<file path="config.mk">
export PLATFORM = sky130hd
export DESIGN_NAME = match_sequencer
export DESIGN_NICKNAME = d
export VERILOG_FILES = /design/src/rtl/match_sequencer.sv
export SDC_FILE = /design/constraint.sdc
export NUM_CORES = 1
export LEC_CHECK = 0
export BUFFER_PORTS_ARGS = -buffer_cell sky130_fd_sc_hd__clkbuf_2
export CAP_MARGIN = 30
export CORE_MARGIN = 3
export CORE_UTILIZATION = 51
export CTS_CLUSTER_SIZE = 24
export DETAILED_ROUTE_END_ITERATION = 8
export GPL_TIMING_DRIVEN = 0
export PLACE_DENSITY = 0.82
export SLEW_MARGIN = 10
export SYNTH_ARGS = -nofsm -noshare
export SYNTH_HDL_FRONTEND = slang
export SYNTH_SLANG_ARGS = --single-unit
</file>
<file path="constraint.sdc">
create_clock -name clk_i -period 1.9 [get_ports clk_i]
set_input_delay 0.19 -clock clk_i [delete_from_list [all_inputs] [get_ports clk_i]]
set_output_delay 0.19 -clock clk_i [all_outputs]
set_load 0.05 [all_outputs]
</file>
<file path="src/rtl/match_sequencer.sv">
// match_sequencer: runs one two-player match around the game controller.
// It detects the start button, holds the ball before each serve, freezes
// play after a point, keeps both scores, handles pause and declares the
// winner. Every output is registered.
//
// Optional build macro: WIN_BY_TWO_EN. When it is defined, a player must
// reach WIN_SCORE and lead by two. A score of 31 ends the game regardless
// of lead.
//
// Ports:
//   clk_i         system clock
//   rst_i         synchronous active-high reset
//   frame_tick_i  one-cycle pulse per video frame
//   start_i       start button level (acts on its rising edge)
//   pause_i       one-cycle pause toggle pulse
//   point_p1_i    one-cycle pulse: player 1 scored
//   point_p2_i    one-cycle pulse: player 2 scored
//   ball_en_o     ball motion enable (high only in PLAY)
//   ball_reset_o  one-cycle recentre pulse
//   serve_dir_o   0 = serve toward p1, 1 = serve toward p2
//   score1_o      player 1 score
//   score2_o      player 2 score
//   state_o       state encoding (IDLE=0 .. OVER=5)
//   winner_o      00 none, 01 p1, 10 p2
//   game_over_o   high while in OVER
module match_sequencer #(
    parameter logic [4:0] WIN_SCORE   = 5'd11,
    parameter logic [7:0] SERVE_DELAY = 8'd60,
    parameter logic [7:0] POINT_DELAY = 8'd90
) (
    input  logic       clk_i,
    input  logic       rst_i,
    input  logic       frame_tick_i,
    input  logic       start_i,
    input  logic       pause_i,
    input  logic       point_p1_i,
    input  logic       point_p2_i,
    output logic       ball_en_o,
    output logic       ball_reset_o,
    output logic       serve_dir_o,
    output logic [4:0] score1_o,
    output logic [4:0] score2_o,
    output logic [2:0] state_o,
    output logic [1:0] winner_o,
    output logic       game_over_o
);

    typedef enum logic [2:0] {
        S_IDLE   = 3'd0,
        S_SERVE  = 3'd1,
        S_PLAY   = 3'd2,
        S_POINT  = 3'd3,
        S_PAUSED = 3'd4,
        S_OVER   = 3'd5
    } state_e;

    state_e      state_q, state_d;
    logic [7:0]  timer_q, timer_d;
    logic [4:0]  score1_q, score1_d, score2_q, score2_d;
    logic [1:0]  winner_q, winner_d;
    logic        serve_dir_q, serve_dir_d;
    logic        ball_reset_q, ball_reset_d;
    logic        ball_en_q, ball_en_d;
    logic        game_over_q, game_over_d;
    logic        start_q;

    logic        start_rise;
    logic [4:0]  s1_inc, s2_inc;
    logic        p1_wins, p2_wins;

    assign start_rise = start_i & ~start_q;
    assign s1_inc     = score1_q + 5'd1;
    assign s2_inc     = score2_q + 5'd1;

    // Win test on the scorer's incremented score. Scores cannot pass 31:
    // the game ends at WIN_SCORE, or at the hard cap of 31 in win-by-two mode.
    always_comb begin
`ifdef WIN_BY_TWO_EN
        p1_wins = (s1_inc == 5'd31) ||
                  ((s1_inc >= WIN_SCORE) && ({1'b0, s1_inc} >= ({1'b0, score2_q} + 6'd2)));
        p2_wins = (s2_inc == 5'd31) ||
                  ((s2_inc >= WIN_SCORE) && ({1'b0, s2_inc} >= ({1'b0, score1_q} + 6'd2)));
`else
        p1_wins = (s1_inc == WIN_SCORE);
        p2_wins = (s2_inc == WIN_SCORE);
`endif
    end

    // State and datapath registers
    always_ff @(posedge clk_i) begin
        if (rst_i) begin
            state_q      <= S_IDLE;
            timer_q      <= 8'd0;
            score1_q     <= 5'd0;
            score2_q     <= 5'd0;
            winner_q     <= 2'b00;
            serve_dir_q  <= 1'b0;
            ball_reset_q <= 1'b0;
            ball_en_q    <= 1'b0;
            game_over_q  <= 1'b0;
            // Resets high: a button held through reset does not start a match.
            start_q      <= 1'b1;
        end else begin
            state_q      <= state_d;
            timer_q      <= timer_d;
            score1_q     <= score1_d;
            score2_q     <= score2_d;
            winner_q     <= winner_d;
            serve_dir_q  <= serve_dir_d;
            ball_reset_q <= ball_reset_d;
            ball_en_q    <= ball_en_d;
            game_over_q  <= game_over_d;
            start_q      <= start_i;
        end
    end

    // Next-state and datapath logic
    always_comb begin
        state_d      = state_q;
        timer_d      = timer_q;
        score1_d     = score1_q;
        score2_d     = score2_q;
        winner_d     = winner_q;
        serve_dir_d  = serve_dir_q;
        ball_reset_d = 1'b0;
        unique case (state_q)
            S_IDLE: begin
                if (start_rise) begin
                    state_d      = S_SERVE;
                    timer_d      = SERVE_DELAY;
                    serve_dir_d  = 1'b0;
                    ball_reset_d = 1'b1;
                end
            end
            S_SERVE: begin
                // A count of 0 or 1 expires on the next tick, so the hold
                // lasts max(SERVE_DELAY,1) ticks.
                if (frame_tick_i) begin
                    if (timer_q <= 8'd1) begin
                        state_d = S_PLAY;
                        timer_d = 8'd0;
                    end else begin
                        timer_d = timer_q - 8'd1;
                    end
                end
            end
            S_PLAY: begin
                // p1 outranks p2, and any point outranks pause. The player
                // who conceded receives the serve.
                if (point_p1_i) begin
                    score1_d    = s1_inc;
                    serve_dir_d = 1'b1;
                    if (p1_wins) begin
                        state_d  = S_OVER;
                        winner_d = 2'b01;
                    end else begin
                        state_d = S_POINT;
                        timer_d = POINT_DELAY;
                    end
                end else if (point_p2_i) begin
                    score2_d    = s2_inc;
                    serve_dir_d = 1'b0;
                    if (p2_wins) begin
                        state_d  = S_OVER;
                        winner_d = 2'b10;
                    end else begin
                        state_d = S_POINT;
                        timer_d = POINT_DELAY;
                    end
                end else if (pause_i) begin
                    state_d = S_PAUSED;
                end
            end
            S_POINT: begin
                if (frame_tick_i) begin
                    if (timer_q <= 8'd1) begin
                        state_d      = S_SERVE;
                        timer_d      = SERVE_DELAY;
                        ball_reset_d = 1'b1;
                    end else begin
                        timer_d = timer_q - 8'd1;
                    end
                end
            end
            S_PAUSED: begin
                if (pause_i) state_d = S_PLAY;
            end
            S_OVER: begin
                if (start_rise) begin
                    state_d      = S_SERVE;
                    timer_d      = SERVE_DELAY;
                    score1_d     = 5'd0;
                    score2_d     = 5'd0;
                    winner_d     = 2'b00;
                    serve_dir_d  = 1'b0;
                    ball_reset_d = 1'b1;
                end
            end
            default: begin
                state_d = S_IDLE;
                timer_d = 8'd0;
            end
        endcase
    end

    // Output logic: decoded from the next state so that the registered
    // flags line up with state_q.
    always_comb begin
        ball_en_d   = (state_d == S_PLAY);
        game_over_d = (state_d == S_OVER);
    end

    assign ball_en_o    = ball_en_q;
    assign ball_reset_o = ball_reset_q;
    assign serve_dir_o  = serve_dir_q;
    assign score1_o     = score1_q;
    assign score2_o     = score2_q;
    assign state_o      = state_q;
    assign winner_o     = winner_q;
    assign game_over_o  = game_over_q;

endmodule

</file>
==> results_dict.tcl <==
set metrics [dict create \
    status "finished with violations" \
    violations "setup timing" \
    synth_seq_area_share 0.312 \
    post_dp_cell_area_mm2 0.00199 \
    leakage_uw 0.000849 \
    setup_viol 4 \
    yosysMostFrequentCell "nor2_1" \
    yosysWarnings 0 \
    hold_path_class "primary input to flop" \
    ys_top_cells_by_count "nor2_1, dfxtp_1, nand2_1, nor3_1" \
    drv_cap 0 \
    grt_use_total 0.230 \
    drtIter0Drc 128 \
    root_buffer "clkbuf_4" \
    ir_drop_v 0.000371 \
    port_buffers 25 \
    critPathLaunchType "flop" \
    min_period_ps 2020 \
    rsz0062_at_grt "true" \
    dieArea_mm2 0.00427 \
    grt_max_degree 17 \
    core_mm2 0.00320 \
    crit_type "flop to flop" \
    vias_per_cell 6.01 \
    synth-seq-cells 28 \
    synth_top_cell_area_share 0.312 \
    fin_worst_skew_ps 2.60 \
    start_util 0.560 \
    area_delta_synth_final_pct 24.5 \
    cts_made_buffers 3 \
    fin_area_mm2 0.00223 \
    dp_hpwl_um 3170 \
    synth_edf_count 0 \
    post-route-period-util 1.07 \
    gp_congestion 0.920 \
    slew_headroom 0.657 \
    avgSynthCellArea_um2 7.87 \
    use_met3 0.0342 \
    synth_area_leaders "dfxtp_1, nor2_1, ha_1" \
    num_antenna_cells 0 \
    clk_pin_slew_ps 160 \
    routed_wl_um 4830 \
    grt_util_met2 0.348 \
    fp.dieH_um 65.3 \
    ant_nets 0 \
    powerDensity_mw_per_mm2 669 \
    critPathCaptureType "flop" \
    cts_tree "yes" \
    synth_area_leader_cell "dfxtp_1" \
    grt-busiest-layer "met2" \
    worst_slew_pin_slew_ps 514 \
    grt_pass1_wl_um 7730 \
    fmax_mhz 494 \
    critPathRequiredTime_ps 2120 \
    rows 20 \
    synthCells 228 \
    crit_arrival_ps 2250 \
    pre_cts_ws_ps -149 \
    grt_antenna_before_repair 0 \
    via_count 1870 \
    wl_per_cell_um 15.5 \
    fin_hold_ws_ps 61.8 \
    layout-drive-gt1-share 0.318 \
    first_global_vias 1634 \
    cts.sinks 28 \
    io_pins 26 \
    ys_types 57 \
    syn_area_mm2 0.00179 \
    synth_fp_nets 241 \
    drc 0 \
    clk-insertion-delay-late_ps 330 \
    async_flop_share 0 \
    clockBufferDepth 2 \
    firstDrtPassIters 4 \
    fin_nets 281 \
    worst-path-max-fanout 7 \
    worst_slack_ps -124 \
    die_w_um 65.3 \
    power_uw 1500 \
    grt.overflow.total 0 \
    grt_use_met1 0.335 \
    htreeDepth 1 \
    slew_viol_final 0 \
    ys.flop_type "dfxtp_1" \
    final_hold_viol_count 0 \
]
-- layout make-up --
type,instances,area [µm²]
flip-flops and latches,28,588
multi-input cells,177,1190
repair buffers,35,200
well taps,44,55.1
clock inverters,1,30.0
fillers,288,968
inverters,12,45.0
plain buffers,11,101
clock buffers,3,22.5
-- sequential cells by signal, indices dropped and copies added, names as in the netlist --
name and flops:
ball_en_o 1, ball_reset_o 1, game_over_o 1, score1_o 5
score2_o 5, serve_dir_o 1, start_q 1, state_o 3
timer_q 8, winner_o 2
-- critical path: stages, from the launching register on --
cell      delay, ps
dfxtp_4         380
or4_4           560
nor4_4          420
nor3_1           80
a31o_1          210
o21ai_2         160
a311oi_2        110
-- cell families after synthesis --
| kind of cell | after synthesis | synth area share |
|---|---|---|
| mux | 1 | 0.00558 |
| fa+ha+maj | 7 | 0.0474 |
| simple gates | 105 | 0.308 |
| buf+inv | 23 | 0.0795 |
| flops | 28 | 0.312 |
| xor+xnor | 7 | 0.0342 |
| compound gates | 57 | 0.213 |
-- per-stage QoR --
step | setup TNS (ps) | utilization | std cells
6_report | -169 | 0.698 | 311
5_1_grt | -486 | 0.698 | 311
4_1_cts | 0 | 0.657 | 304
3_5_place_dp | -789 | 0.620 | 297
3_3_place_gp | -374 | 0.620 | 297
2_1_floorplan | 0 | - | 228
-- where the power goes --
part | switching [µW] | internal [µW] | total [µW]
Sequential | 30.4 | 610 | 641
Combinational | 242 | 210 | 452
Clock | 189 | 213 | 402
-- final timing paths --
kind | slack, ps | from | endpoint | cells past startpoint
min reg2reg | 500 | winner_o[0]$_SDFFE_PP0P_ | winner_o[0]$_SDFFE_PP0P_ | 2
min | 60 | start_i | start_q$_SDFF_PP1_ | 2
max | -120 | timer_q[5]$_SDFFE_PP0P_ | timer_q[2]$_SDFFE_PP0P_ | 6
max reg2reg | -120 | timer_q[5]$_SDFFE_PP0P_ | timer_q[2]$_SDFFE_PP0P_ | 6
-- per-layer routing --
layer	share of wire	wire length, µm	up-vias
met5	0	0	-
met4	0.020	99	0
met3	0.087	421	15
met2	0.47	2270	81
met1	0.42	2040	862
li1	-	-	912
-- what timing repair did --
item,in CTS,in global routing
setup buffers,3,7
pin swaps,4,4
hold buffers,0,0
endpoints found under the setup margin,9,12
resized for setup,11,21
-- cells in the final DEF (no fill, tap or decap), drive strengths merged, types with 3 or more instances in the layout --
| cell | instances |
|---|---|
| nand3 | 11 |
| nor2b | 4 |
| nor4b | 3 |
| nand4 | 5 |
| or2 | 3 |
| a31o | 3 |
| nand2 | 14 |
| nor2 | 32 |
| nand3b | 3 |
| a21oi | 11 |
| buf | 16 |
| nand2b | 4 |
| nor3 | 13 |
| inv | 12 |
| dfxtp | 28 |
| o21ai | 15 |
| clkbuf | 32 |
| a311oi | 3 |
| a31oi | 4 |
| ha | 6 |
| a211oi | 3 |
| xnor2 | 6 |
No activity file was read; power rests on OpenSTA's default activity.
